==> config.mk <==
export PLATFORM = sky130hd
export DESIGN_NAME = correlation_stim_gen_flat
export DESIGN_NICKNAME = d
export VERILOG_FILES = /design/src/rtl/correlation_stim_gen_if.sv /design/src/rtl/correlation_stim_gen.sv /design/src/flat_wrapper.sv
export SDC_FILE = /design/constraint.sdc
export NUM_CORES = 1
export LEC_CHECK = 0
export ABC_AREA = 1
export CAP_MARGIN = 10
export CORE_UTILIZATION = 30
export CTS_BUF_LIST = sky130_fd_sc_hd__clkbuf_16
export CTS_CLUSTER_DIAMETER = 60
export DETAILED_ROUTE_END_ITERATION = 8
export GPL_ROUTABILITY_DRIVEN = 0
export SLEW_MARGIN = 20
export SYNTH_ARGS = -nofsm -noshare
export SYNTH_HDL_FRONTEND = slang
export SYNTH_SLANG_ARGS = --single-unit
==> constraint.sdc <==
create_clock -name clk -period 3.4 [get_ports clk]
set_input_delay 0.34 -clock clk [delete_from_list [all_inputs] [get_ports clk]]
set_output_delay 0.34 -clock clk [all_outputs]
set_load 0.01 [all_outputs]
==> src/rtl/correlation_stim_gen_if.sv <==
// Stimulus bus between correlation_stim_gen (master) and the capture/control side (slave).
interface correlation_stim_gen_if #(
  parameter int unsigned WIDTH = 4
);
  logic                 start;
  logic                 ready;
  logic [WIDTH-1:0]     vec;
  logic [2*WIDTH-1:0]   sim_idx;
  logic                 sim_begin;
  logic                 sim_end;
  logic                 busy;
  logic                 done;

  modport master (
    input  start,
    input  ready,
    output vec,
    output sim_idx,
    output sim_begin,
    output sim_end,
    output busy,
    output done
  );

  modport slave (
    output start,
    output ready,
    input  vec,
    input  sim_idx,
    input  sim_begin,
    input  sim_end,
    input  busy,
    input  done
  );
endinterface

==> src/rtl/correlation_stim_gen.sv <==
// Sweeps every ordered pair (i, j) of gate input values, holding i then j for HOLD cycles each,
// with window markers for downstream capture and a ready-driven stall on the last PH_B cycle.
module correlation_stim_gen #(
  parameter int unsigned WIDTH = 4,
  parameter int unsigned HOLD  = 5
) (
  input  logic                  clk,
  input  logic                  rst,
  correlation_stim_gen_if.master bus_io
);

  localparam int unsigned CntW = (HOLD > 1) ? $clog2(HOLD) : 1;
  localparam logic [CntW-1:0] HoldMax = CntW'(HOLD - 1);

  typedef enum logic [1:0] {StIdle, StPhA, StPhB, StFin} state_e;

  state_e               state_q, state_d;
  logic [2*WIDTH-1:0]   idx_q, idx_d;
  logic [CntW-1:0]      hold_q, hold_d;
  logic                 hold_last;

  assign hold_last = (hold_q == HoldMax);

  always_ff @(posedge clk) begin
    if (rst) begin
      state_q <= StIdle;
      idx_q   <= '0;
      hold_q  <= '0;
    end else begin
      state_q <= state_d;
      idx_q   <= idx_d;
      hold_q  <= hold_d;
    end
  end

  always_comb begin
    state_d = state_q;
    idx_d   = idx_q;
    hold_d  = hold_q;
    unique case (state_q)
      StIdle: begin
        if (bus_io.start) begin
          state_d = StPhA;
          idx_d   = '0;
          hold_d  = '0;
        end
      end
      StPhA: begin
        if (hold_last) begin
          state_d = StPhB;
          hold_d  = '0;
        end else begin
          hold_d = hold_q + CntW'(1);
        end
      end
      StPhB: begin
        // hold_cnt saturates at HoldMax while ready is low
        if (hold_last) begin
          if (bus_io.ready) begin
            hold_d = '0;
            if (&idx_q) begin
              state_d = StFin;
            end else begin
              idx_d   = idx_q + (2*WIDTH)'(1);
              state_d = StPhA;
            end
          end
        end else begin
          hold_d = hold_q + CntW'(1);
        end
      end
      StFin: begin
        state_d = StIdle;
        idx_d   = '0;
      end
      default: state_d = StIdle;
    endcase
  end

  always_comb begin
    bus_io.vec       = '0;
    bus_io.sim_begin = 1'b0;
    bus_io.sim_end   = 1'b0;
    bus_io.busy      = 1'b0;
    bus_io.done      = 1'b0;
    unique case (state_q)
      StIdle: ;
      StPhA: begin
        bus_io.vec       = idx_q[2*WIDTH-1:WIDTH];
        bus_io.sim_begin = hold_last;
        bus_io.busy      = 1'b1;
      end
      StPhB: begin
        bus_io.vec     = idx_q[WIDTH-1:0];
        bus_io.sim_end = hold_last & bus_io.ready;
        bus_io.busy    = 1'b1;
      end
      StFin: begin
        bus_io.busy = 1'b1;
        bus_io.done = 1'b1;
      end
      default: ;
    endcase
  end

  assign bus_io.sim_idx = idx_q;

endmodule

==> src/flat_wrapper.sv <==
// flat-port wrapper written by rule: the top's interface ports become plain ports
module correlation_stim_gen_flat 
#(
  parameter int unsigned WIDTH = 4,
  parameter int unsigned HOLD  = 5
)
  (clk, rst, bus_io_start, bus_io_ready, bus_io_vec, bus_io_sim_idx, bus_io_sim_begin, bus_io_sim_end, bus_io_busy, bus_io_done);
  correlation_stim_gen_if #(.WIDTH(WIDTH)) bus_io_i ();
  input  logic clk;
  input  logic rst;
  input wire logic [$bits(bus_io_i.start)-1:0] bus_io_start;
  input wire logic [$bits(bus_io_i.ready)-1:0] bus_io_ready;
  output wire logic [$bits(bus_io_i.vec)-1:0] bus_io_vec;
  output wire logic [$bits(bus_io_i.sim_idx)-1:0] bus_io_sim_idx;
  output wire logic [$bits(bus_io_i.sim_begin)-1:0] bus_io_sim_begin;
  output wire logic [$bits(bus_io_i.sim_end)-1:0] bus_io_sim_end;
  output wire logic [$bits(bus_io_i.busy)-1:0] bus_io_busy;
  output wire logic [$bits(bus_io_i.done)-1:0] bus_io_done;
  assign bus_io_i.start = bus_io_start;
  assign bus_io_i.ready = bus_io_ready;
  assign bus_io_vec = bus_io_i.vec;
  assign bus_io_sim_idx = bus_io_i.sim_idx;
  assign bus_io_sim_begin = bus_io_i.sim_begin;
  assign bus_io_sim_end = bus_io_i.sim_end;
  assign bus_io_busy = bus_io_i.busy;
  assign bus_io_done = bus_io_i.done;
  correlation_stim_gen #(.WIDTH(WIDTH), .HOLD(HOLD)) u_core (.clk(clk), .rst(rst), .bus_io(bus_io_i));
endmodule
==> results of run 1 <==
## cell usage in the layout, fill, tap and decap left out, drive strengths merged
cell | synthesis | routed
nand2 | 49 | 49
inv | 23 | 23
clkdlybuf4s50 | 0 | 19
nor2 | 17 | 17
dfxtp | 13 | 13
nand3 | 13 | 13
a21oi | 10 | 10
ha | 9 | 9
o21ai | 8 | 8
clkbuf | 0 | 3
nor3 | 2 | 2
nand4 | 1 | 1
xor2 | 1 | 1
o21bai | 1 | 1
nand3b | 1 | 1
clkinv | 0 | 1
## how the worst max path moves through the flow
stage                                               from                                    end  slack (ns)
after CTS                 u_core.state_q[0]$_SDFFE_PP0P_                         bus_io_sim_end        1.06
after global routing      u_core.state_q[0]$_SDFFE_PP0P_                         bus_io_sim_end        0.96
after floorplan           u_core.state_q[0]$_SDFFE_PP0P_  u_core.bus_io.sim_idx[3]$_SDFFE_PP0P_        1.90
after detailed placement  u_core.state_q[0]$_SDFFE_PP0P_                         bus_io_sim_end        1.34
after global placement    u_core.state_q[0]$_SDFFE_PP0P_                         bus_io_sim_end        1.37
final                     u_core.state_q[0]$_SDFFE_PP0P_                         bus_io_sim_end        1.08
## metrics by stage
step | setup WS (ns) | cells | power, mW | hold slack [ns] | util, %
after floorplan | 1.90 | 149 | 0.453 | 0.402 | -
after global placement | 1.37 | 211 | 0.525 | 0.474 | 39.6
final | 1.08 | 215 | 0.754 | 0.500 | 42.1
after global routing | 0.964 | 215 | 0.810 | 0.558 | 42.1
after detailed placement | 1.34 | 211 | 0.531 | 0.496 | 39.6
after CTS | 1.06 | 215 | 0.759 | 0.503 | 42.1
## power by group through the flow
stage	combinational [mW]	sequential, mW	clock, mW
after floorplan	0.262	0.191	0
after global placement	0.332	0.193	0
final	0.336	0.193	0.225
after detailed placement	0.335	0.196	0
after CTS	0.338	0.193	0.229
after global routing	0.377	0.196	0.237
## registers in the layout, indices dropped and copies added (netlist names)
register and flops:
u_core.state_q 2, u_core.bus_io.sim_idx 8, u_core.hold_q 3
## metal layers
layer | GRT usage (%) | wire length (µm) | up-vias
li1 | - | - | 510
met1 | 17.7 | 1100 | 418
met2 | 25.4 | 1160 | 14
met3 | 3.06 | 42 | 7
met4 | 6.31 | 63 | 0
met5 | 0 | 0 | -
## cell families after synthesis
family / count (synthesis)
AOI/OAI and AO/OA: 19
xor gates and xnor gates: 1
adders and majority gates: 9
buffers and inverters: 24
DFF: 13
and+or+nand+nor: 83
## final cells by class
type / count / share of cell area, %
clock buffers: 3 / 5.74
well taps: 44 / 4.21
inverters: 23 / 6.60
clock inverters: 1 / 0.383
flip-flops and latches: 13 / 19.9
multi-input cells: 112 / 48.6
repair buffers: 19 / 14.5
## worst reg2reg max path, cell delays in order (launching register included)
cell and delay (ns):
dfxtp_1 0.41, inv_1 0.11, ha_1 0.33, nand2_1 0.15
nand2_2 0.09, nor2_8 0.19, nand2_8 0.10, nand2_2 0.08
nand2_1 0.06, nand2_1 0.06, inv_1 0.03
==> results.md, run 1 <==
* Outcome: finished clean
* Most common cell in the netlist: nand2_1
* Worst endpoint data arrival time at 1.98 ns
* Mapped Cells at 149
* Post-synth top cells: 41 x nand2_1, 21 x inv_1, 13 x dfxtp_1, 13 x nor2_1, 12 x nand3_1
* Wire length per cell at 11.0 µm
* Netlist cell types at 25
* Clock share of power at 29.8%
* Pin count of the biggest net entering global routing at 11
* I/O Pins at 20
* Minimum clock period at 2.32 ns
* Leak at 0.583 nW
* Area grow syn2layout at 31.6%
* # nets final at 185
* Number of synthesized flops with an enable pin at 0
* Worst Tran Pin Value at 0.392 ns
* Primary FF master, synth: dfxtp_1
* FF+latch count, synth at 13
* Synthesis warning total at 0
* Final hold viol count at 0
* Hold buffer count at cts at 0
* Die Wd at 59.5 µm
* Crit path cell chain: inv_1, ha_1, inv_2, nor3_1, clkdlybuf4s50_1
* Largest family of logic cells by synthesized area: simple AND/OR/NAND/NOR gates
* Sequential area share after synthesis at 26.2%
* Worst Path Required at 3.06 ns
* Cell area power density at 576 mW/mm²
* Worst hold endpoint: u_core.hold_q[0]$_SDFFE_PP0P_
* Reg2Reg Depth at 10
* Seq pwr share at 25.6%
* Antenna violations before repair at 0
* DRC errors left at 0
* Syn_area_per_cell at 6.67 µm²
* CTS buffer count at 3
* Setup TNS at 0 ns
* Total Die Area at 0.00355 mm²
* Simple-gate area share of the yosys netlist at 41.2%
* Gr usage total at 14.8%
* Routed vias/inst at 4.41
* Endpoint class of the critical path: output port
* Post-CTS setup repair buffer count at 0
* Delay-heaviest family, CP: buffers and inverters
* Adder-cell share of the synthesized area at 11.3%
* Bufs on Longest Clock Path at 2
* Vias in the first global route at 934
* Area of the mapped netlist at 993 µm²
* H-tree Lvls at 1
* Die Ht at 59.5 µm
* Clock sink count at 13
* Final count of negative-setup-slack endpoints at 0
* Vias at 949
* CP Launch Type: flop
* Crit. path cell count at 5
* Hold path depth at 2
* Diodes inserted at 0
* Final Slew Violations at 0
* Final period util at 68.4%
* Core Area at 0.00310 mm²
* Maximum clock rate at 430 MHz
* Worst r2r src: u_core.state_q[0]$_SDFFE_PP0P_
* Reg2reg setup slack at 1.67 ns
* DP HPWL at 1810 µm
* Cell-internal power at 0.445 mW
* Antenna Nets Post-Route at 0
* Worst path buffer plus inverter count at 3
* Layout Skew at 0.00401 ns
* Synth top area share at 26.2%
* Slew HR at 73.6%
* Worst skew pair latency at 0.24 ns
* Logic gate share of total power at 44.6%
* Wirelength, routed at 2360 µm
* CTS tree: done
* Post-route design area at 0.00131 mm²
* Clk slew on worst S/H paths at 0.05 ns
* Worst IR Drop VDD at 0.000275 V
* HP Start: u_core.hold_q[0]$_SDFFE_PP0P_
* Mux cell area share after synthesis at 0%
* Psw at 0.308 mW
* Post-cts resize count at 0
* Top cell type by total area after synthesis: dfxtp_1
* First-pass GRT wire length at 3950 µm
* Compound-Gate Fraction of Synth Area at 10.6%
* Largest stage delay, worst path at 0.56 ns
* Initial DRC Count at 23
* Slowest CP cell: clkdlybuf4s50_1
* Gr ovfl total at 0
* Sequential cell area at 260 µm²
* Hold Path Class: reg -> reg
* Root Driver: clkbuf_16
* Initial Util at 32.0%
* Share of cells above drive strength 1 at 12.3%
* Critical Path Fanout Max at 9
* Share of flip-flops with an asynchronous set or reset at 0%
* Switching share of total power at 40.9%
* Syn Nets at 162
* DRT Pass-1 Iters at 4
* RSZ-0062 raised after global routing: no
* Fillcell total at 342
* Synth top area cells: dfxtp_1 26%, nand2_1 15%, ha_1 11%, inv_1 7.9%, nand3_1 6.0%
* Port Buffers at 19
* Multi-input logic area at 636 µm²
* DP Area at 0.00123 mm²
* Crit path kind: reg -> out
* Max_cap viols at 0
* Row count at 20
* Worst R2R End: u_core.bus_io.sim_idx[5]$_SDFFE_PP0P_
* Synth Area in XOR/XNOR at 0.882%
(Power assumes the default switching activity.)
==> inputs of run 2 (changes only) <==
- clock period: 3.4 -> 2.4 ns (I/O delays scaled with it)
==> run 2 against run 1 <==
Die area stayed put. Critical endpoint unchanged. Cell area barely moved. Largest power group unchanged. Register-to-register slack worse by 0.87 ns. Worst hold slack lost 0.0038 ns. Flip-flop and latch count did not move. Combinational power rose by 42%. Critical path depth did not move. Non-clock buffer count did not move. Largest cell class unchanged.
==> results.md, run 2 (synthesized netlist as in run 1, its figures left out) <==
* Outcome: finished clean
* Share of cells above drive strength 1 at 12.3%
* Hold buffer count at cts at 0
* Hold path depth at 2
* Clock sink count at 13
* DRT Pass-1 Iters at 4
* Hold Path Class: reg -> reg
* Wire length per cell at 10.8 µm
* Port Buffers at 19
* Fillcell total at 349
* Core Area at 0.00310 mm²
* Minimum clock period at 2.22 ns
* PnR Total Power at 1.06 mW
* Commonest cells after routing, fill and taps aside: 41 x nand2_1, 22 x inv_1, 19 x clkdlybuf4s50_1, 13 x nor2_1, 13 x dfxtp_1
* Row count at 20
* Final hold viol count at 0
* CTS buffer count at 3
* Critical Path Fanout Max at 9
* Worst r2r src: u_core.state_q[0]$_SDFFE_PP0P_
* Area grow syn2layout at 31.7%
* Inst Count DP at 211
* Maximum clock rate at 451 MHz
* Bufs on Longest Clock Path at 2
* Worst skew pair latency at 0.24 ns
* Max reg flops at 8
* Vias at 990
* Launch point of the critical path: u_core.state_q[0]$_SDFFE_PP0P_
* H-tree Lvls at 1
* Worst endpoint data arrival time at 1.98 ns
* Post-CTS setup repair buffer count at 0
* Post-layout util at 42.2%
* Reg2Reg Depth at 10
* RSZ-0062 raised after global routing: no
* Layout Skew at 0.000946 ns
* Slew HR at 75.7%
* DRC errors left at 0
* Routed vias/inst at 4.60
* I/O Pins at 20
* Leak at 0.583 nW
* Antenna violations before repair at 0
* Pre-CTS WS at 0.373 ns
* First-pass GRT wire length at 4200 µm
* Die Wd at 59.5 µm
* DP Area at 0.00123 mm²
* Endpoint class of the critical path: output port
* Antenna Nets Post-Route at 0
* Gr usage total at 15.8%
* Worst IR Drop VDD at 0.000294 V
* Initial Util at 32.0%
* Post-route design area at 0.00131 mm²
* DP HPWL at 1800 µm
* Final hold slack at 0.496 ns
* Setup TNS at 0 ns
* Max_cap viols at 0
* Final Slew Violations at 0
* Wirelength, routed at 2330 µm
* Cell area power density at 812 mW/mm²
* Die Ht at 59.5 µm
* Crit path kind: reg -> out
* Root Driver: clkbuf_16
* Clk slew on worst S/H paths at 0.05 ns
* Commonest non-fill, non-tap cell in the layout: nand2_1
* Final count of negative-setup-slack endpoints at 0
* Vias in the first global route at 980
* Diodes inserted at 0
* Final period util at 92.5%
* Initial DRC Count at 34
* Final non-filler cell total at 215
* Final worst slack at 0.181 ns
* # nets final at 185
* Worst Path Required at 2.16 ns
* Gr ovfl total at 0
* Post-cts resize count at 0
* HP Start: u_core.hold_q[0]$_SDFFE_PP0P_
* Total Die Area at 0.00355 mm²
* CP Launch Type: flop
* CTS tree: done
* Worst Tran Pin Value at 0.360 ns
* Pin count of the biggest net entering global routing at 11
[run 2: cell count changes in the layout (fill, tap and decap cells not counted)]
| cell | change |
|---|---|
| ha_2 | +1 |
| inv_1 | +1 |
| ha_1 | -1 |
| clkinv_2 | -1 |
[run 2: where the power goes]
| group | switching, mW | total, mW | internal [mW] |
|---|---|---|---|
| Combinational | 0.310 | 0.477 | 0.166 |
| Clock | 0.0937 | 0.314 | 0.220 |
| Sequential | 0.0269 | 0.272 | 0.245 |
[run 2: routing by layer]
layer	vias to the layer above	GRT usage [%]	part of all wire [%]
met1	455	19.4	46
met2	17	24.4	49
met3	4	4.15	3.2
met4	0	9.97	1.7
li1	514	-	-
met5	-	0	0
[run 2: area by class of cell]
| class | count | area (µm²) | share of cell area, % |
|---|---|---|---|
| sequential | 13 | 260 | 19.9 |
| inverter | 23 | 86.3 | 6.60 |
| clock buffer | 3 | 75.1 | 5.74 |
| multi-input combinational | 112 | 638 | 48.8 |
| clock inverter | 1 | 3.75 | 0.287 |
| timing repair buffer | 19 | 190 | 14.5 |
| tap | 44 | 55.1 | 4.21 |
[run 2: path summary, 6_finish.rpt]
path | slack [ns] | end
worst max-delay path | 0.18 | bus_io_sim_end
worst min-delay path | 0.50 | u_core.hold_q[0]$_SDFFE_PP0P_
worst max register to register | 0.80 | u_core.bus_io.sim_idx[3]$_SDFFE_PP0P_
worst min register to register | 0.50 | u_core.hold_q[0]$_SDFFE_PP0P_
[run 2: critical path, stage by stage (launching register included)]
cell and delay [ns]:
dfxtp_1 0.35, inv_1 0.13, ha_2 0.30, inv_2 0.11
nor3_1 0.26, clkdlybuf4s50_1 0.58
==> inputs of run 3 (changes only) <==
- CTS_CLUSTER_DIAMETER: 60 -> unset
==> results of run 3 <==
The final DEF is identical to that of run 2; final timing and power are the same.
==> patch 1: new RTL, settings of run 1 <==
The 4 states of `state_e` get a one-hot encoding in 4 bits.
--- a/src/rtl/correlation_stim_gen.sv
+++ b/src/rtl/correlation_stim_gen.sv
@@ -12,7 +12,7 @@
   localparam int unsigned CntW = (HOLD > 1) ? $clog2(HOLD) : 1;
   localparam logic [CntW-1:0] HoldMax = CntW'(HOLD - 1);
 
-  typedef enum logic [1:0] {StIdle, StPhA, StPhB, StFin} state_e;
+  typedef enum logic [3:0] {StIdle = 4'b0001, StPhA = 4'b0010, StPhB = 4'b0100, StFin = 4'b1000} state_e;
 
   state_e               state_q, state_d;
   logic [2*WIDTH-1:0]   idx_q, idx_d;
Behaviour: no difference found for any inputs over 10 cycles, from zero or initial values and one cycle with rst high; not proved beyond that.
==> patch 1 against run 1 <==
  * Routed wire length grew 11%
  * Critical path type unchanged
  * Count of clock-buffer cells in the layout is the same
  * Cell area grew 1.1%
  * Critical endpoint is now bus_io_busy
  * Final cell count grew 4.7%
  * Sequential cell count grew 2
  * Synthesized area grew 4.4%
  * Worst setup slack gained 0.026 ns
Power is not compared: it rests on default switching activity, and its combinational part moved more than twofold at a synthesized area within 25%.
==> patch 1: results (changes against run 1) <==
placed_design:
  dp_area_sq_um: 1240  # was 1230 sq um
sta:
  final.period_utilization: 0.676  # was 0.684
  timing.hold.ws_ns: 0.488  # was 0.500 ns
  timing_worst_slew_pin_value_ns: 0.351  # was 0.392 ns
setup_path:
  worst_r2r_endpoint: "u_core.bus_io.sim_idx[7]"  # was u_core.bus_io.sim_idx[5]
  regToRegSetupSlack_ns: 1.85  # was 1.67 ns
  max_stage_delay_ns: 0.47  # was 0.56 ns
  timing.critical_path.max_delay_family: "simple AND/OR/NAND/NOR gates"  # was buffers and inverters
  critical_path.max_fanout: 8  # was 9
  timing.rr.start: "u_core.bus_io.sim_idx[1]"  # was u_core.state_q[0]
final_layout:
  multi_input_comb_area_sq_um: 607  # was 636 sq um
  regArea_sq_um: 300  # was 260 sq um
  number_of_non_clock_inverters: 24  # was 23
  clock_tree_area_fraction: 0.0597  # was 0.0612
  final-instance-count-excl-fill: 225  # was 215
  layout.nets: 189  # was 185
  post_route_cells_drive_above_1_share: 0.110  # was 0.123
detailed_routing:
  avgViaCountPerCell: 4.90  # was 4.41
global_routing:
  maximum_number_of_pins_on_one_net_before_global_route_repair: 14  # was 11
  grt_use_total: 0.157  # was 0.148
yosys:
  yosys_register_bits: 15  # was 13
  synth.yosys.seq_area_share: 0.290  # was 0.262
  syn-instance-count: 162  # was 149
  syn_nets: 169  # was 162
  synth.top_cells.by_area: "sky130_fd_sc_hd__dfxtp_1, sky130_fd_sc_hd__nand2_1, sky130_fd_sc_hd__nand3_1"  # was sky130_fd_sc_hd__dfxtp_1, sky130_fd_sc_hd__nand2_1, sky130_fd_sc_hd__ha_1
run_status:
  status: "finished clean"  # unchanged
min_path:
  min_to: "u_core.hold_q[1]"  # was u_core.hold_q[0]
patch 1: per-layer routing:
layer / GRT usage / share of wire
met4: 0.0682 / 0.017
met2: 0.229 / 0.44
met5: 0 / 0
met3: 0.0405 / 0.051
met1: 0.218 / 0.49
patch 1: worst reg2reg max path, stage by stage (launching register included):
cell                      delay [ns]
sky130_fd_sc_hd__dfxtp_1        0.41
sky130_fd_sc_hd__ha_1           0.25
sky130_fd_sc_hd__nand2_1        0.09
sky130_fd_sc_hd__nor2_1         0.12
sky130_fd_sc_hd__nand2_1        0.11
sky130_fd_sc_hd__nand2_2        0.09
sky130_fd_sc_hd__nand2_4        0.10
sky130_fd_sc_hd__nand2_4        0.12
sky130_fd_sc_hd__nand2_1        0.06
sky130_fd_sc_hd__nand2_1        0.05
sky130_fd_sc_hd__nor2_1         0.05
patch 1: logic make-up after synthesis:
| kind of cell | share of synthesized area |
|---|---|
| simple gates | 0.438 |
| buf+inv | 0.125 |
| compound gates | 0.111 |
| flops | 0.290 |
| fa+ha+maj | 0.0362 |
patch 1: per-stage QoR:
stage	setup slack [ns]	power (mW)
final	1.10	0.577
after global routing	0.995	0.608
after CTS	1.11	0.578
after detailed placement	1.36	0.350
after global placement	1.41	0.347
after floorplan	2.01	0.312
patch 1: worst max path at each step:
stage	startpoint	to	slack [ns]	cells past startpoint
floorplan	u_core.bus_io.sim_idx[0]	u_core.bus_io.sim_idx[1]	2.01	10
global placement	bus_io_ready	bus_io_sim_end	1.41	4
detailed placement	u_core.state_q[3]	bus_io_busy	1.36	5
CTS	u_core.state_q[3]	bus_io_busy	1.11	5
global route	u_core.state_q[3]	bus_io_busy	1.0	5
finish	u_core.state_q[3]	bus_io_busy	1.10	5
==> patch 2: new RTL, settings of run 1 <==
Made on the original files. `HOLD` is set to 5 in 2 places; all go to 4.
--- a/src/rtl/correlation_stim_gen.sv
+++ b/src/rtl/correlation_stim_gen.sv
@@ -2,7 +2,7 @@
 // with window markers for downstream capture and a ready-driven stall on the last PH_B cycle.
 module correlation_stim_gen #(
   parameter int unsigned WIDTH = 4,
-  parameter int unsigned HOLD  = 5
+  parameter int unsigned HOLD  = 4
 ) (
   input  logic                  clk,
   input  logic                  rst,
--- a/src/flat_wrapper.sv
+++ b/src/flat_wrapper.sv
@@ -2,7 +2,7 @@
 module correlation_stim_gen_flat 
 #(
   parameter int unsigned WIDTH = 4,
-  parameter int unsigned HOLD  = 5
+  parameter int unsigned HOLD  = 4
 )
   (clk, rst, bus_io_start, bus_io_ready, bus_io_vec, bus_io_sim_idx, bus_io_sim_begin, bus_io_sim_end, bus_io_busy, bus_io_done);
   correlation_stim_gen_if #(.WIDTH(WIDTH)) bus_io_i ();
Function: changed (Yosys sat finds a counterexample within 10 cycles, from zero or initial values and one cycle with rst high).
==> patch 2 against run 1 <==
  * Total power down 7.9%
  * Clock power down 4%
  * Non-clock buffer count unchanged
  * Cell area down 8.1%
  * Worst setup slack worse by 0.070 ns
  * Critical path type unchanged
  * Final cell count down 12%
  * Synthesized area down 8.7%
  * Sequential cell count down 1
  * Count of clock-buffer cells in the layout unchanged
  * Routed wire length down 7.9%
  * Combinational power down 11%
==> patch 2: results (changes against run 1) <==
placed_design:
  place.detailed.hpwl_microns: 1700  # was 1810 microns
  dp_area_sq_um: 1120  # was 1230 sq um
  portBuffers: 19  # unchanged
global_routing:
  grtUsageMet1: 0.209  # was 0.177
  vias_in_the_first_global_route: 843  # was 934
  grt_use_met3: 0.0204  # was 0.0306
  grt_pass1_wl_microns: 3820  # was 3950 microns
  maximum_number_of_pins_on_one_net_before_global_route_repair: 13  # was 11
  grt_use_total: 0.150  # was 0.148
run_status:
  status: "finished clean"  # unchanged
final_layout:
  layout.nets: 171  # was 185
  post_route_cells_drive_above_1_share: 0.0949  # was 0.123
detailed_routing:
  dr.first_iter.drc_count: 20  # was 23
  via_count: 905  # was 949
  drt-total-wl_microns: 2170  # was 2360 microns
pwr:
  leakage_nw: 0.455  # was 0.583 nW
  switching_share_of_power: 0.390  # was 0.409
  vdd_drop_max_mv: 0.342  # was 0.275 mV
setup_path:
  worst-endpoint-arrival_ns: 2.06  # was 1.98 ns
  regToRegSetupSlack_ns: 1.51  # was 1.67 ns
  critical_path.max_fanout: 12  # was 9
sta:
  final.setup_skew_ns: 0.00432  # was 0.00401 ns
  max_slew_margin: 0.704  # was 0.736
yosys:
  synth.top_cells.by_area: "sky130_fd_sc_hd__dfxtp_1, sky130_fd_sc_hd__nand2_1, sky130_fd_sc_hd__ha_1"  # unchanged
  syn_nets: 150  # was 162
  dominantRegCellSynth: "sky130_fd_sc_hd__dfxtp_1"  # unchanged
  synth_xor_area_frac: 0  # was 0.00882
  synth-warning-count: 0  # unchanged
  synth.yosys.seq_area_share: 0.265  # was 0.262
  ys_top_cells_by_count: "sky130_fd_sc_hd__nand2_1, sky130_fd_sc_hd__nor2_1, sky130_fd_sc_hd__a21oi_1"  # was sky130_fd_sc_hd__nand2_1, sky130_fd_sc_hd__inv_1, sky130_fd_sc_hd__dfxtp_1, sky130_fd_sc_hd__nor2_1, sky130_fd_sc_hd__nand3_1
  area_fraction_in_compound_gates_after_synthesis: 0.152  # was 0.106
  synth_fa_ha_area_frac: 0.110  # was 0.113
min_path:
  worst_hold_launch: "u_core.hold_q[1]"  # was u_core.hold_q[0]
clock_network:
  clock_tree.htree_level_count: 1  # unchanged
  max-clock-path-buffers: 2  # unchanged
  cts_resized: 0  # unchanged
==> patch 2: layout make-up <==
type,instances,area (sq um)
clock buffer,3,75.1
clock inverter,1,3.75
fill,332,1600
inverter,17,63.8
multi-input combinational,106,589
sequential,12,240
tap,31,38.8
timing repair buffer,19,190
==> patch 2: critical path: stages, from the launching register on <==
cell	delay [ns]
sky130_fd_sc_hd__dfxtp_1	0.35
sky130_fd_sc_hd__inv_1	0.12
sky130_fd_sc_hd__ha_1	0.44
sky130_fd_sc_hd__inv_1	0.21
sky130_fd_sc_hd__nor2_1	0.15
sky130_fd_sc_hd__clkdlybuf4s50_1	0.54
==> patch 2: worst paths after layout <==
path	end	cells past startpoint
max	bus_io_sim_end	5
min	u_core.hold_q[1]	2
max reg2reg	u_core.bus_io.sim_idx[6]	8
min reg2reg	u_core.hold_q[1]	2
==> patch 2: routing by layer <==
metal / vias up / wire length (microns)
met5: - / 0
met4: 0 / 40
met3: 5 / 68
met2: 21 / 1020
met1: 395 / 1050
li1: 484 / -
==> patch 2: power groups by stage <==
| stage | logic [mW] | clock network [mW] | registers, mW |
|---|---|---|---|
| 2_1_floorplan | 0.226 | 0 | 0.178 |
| 5_1_grt | 0.338 | 0.228 | 0.182 |
| 4_1_cts | 0.304 | 0.221 | 0.179 |
| 6_report | 0.299 | 0.216 | 0.179 |
| 3_5_place_dp | 0.302 | 0 | 0.182 |
| 3_3_place_gp | 0.293 | 0 | 0.179 |
==> patch 2: stage by stage <==
step	instances	setup slack, ns	power (mW)	hold WS (ns)
floorplan	138	1.95	0.404	0.447
global placement	185	1.34	0.472	0.460
detailed placement	185	1.24	0.484	0.473
CTS	189	0.973	0.704	0.479
global route	189	0.835	0.748	0.498
finish	189	1.00	0.694	0.477
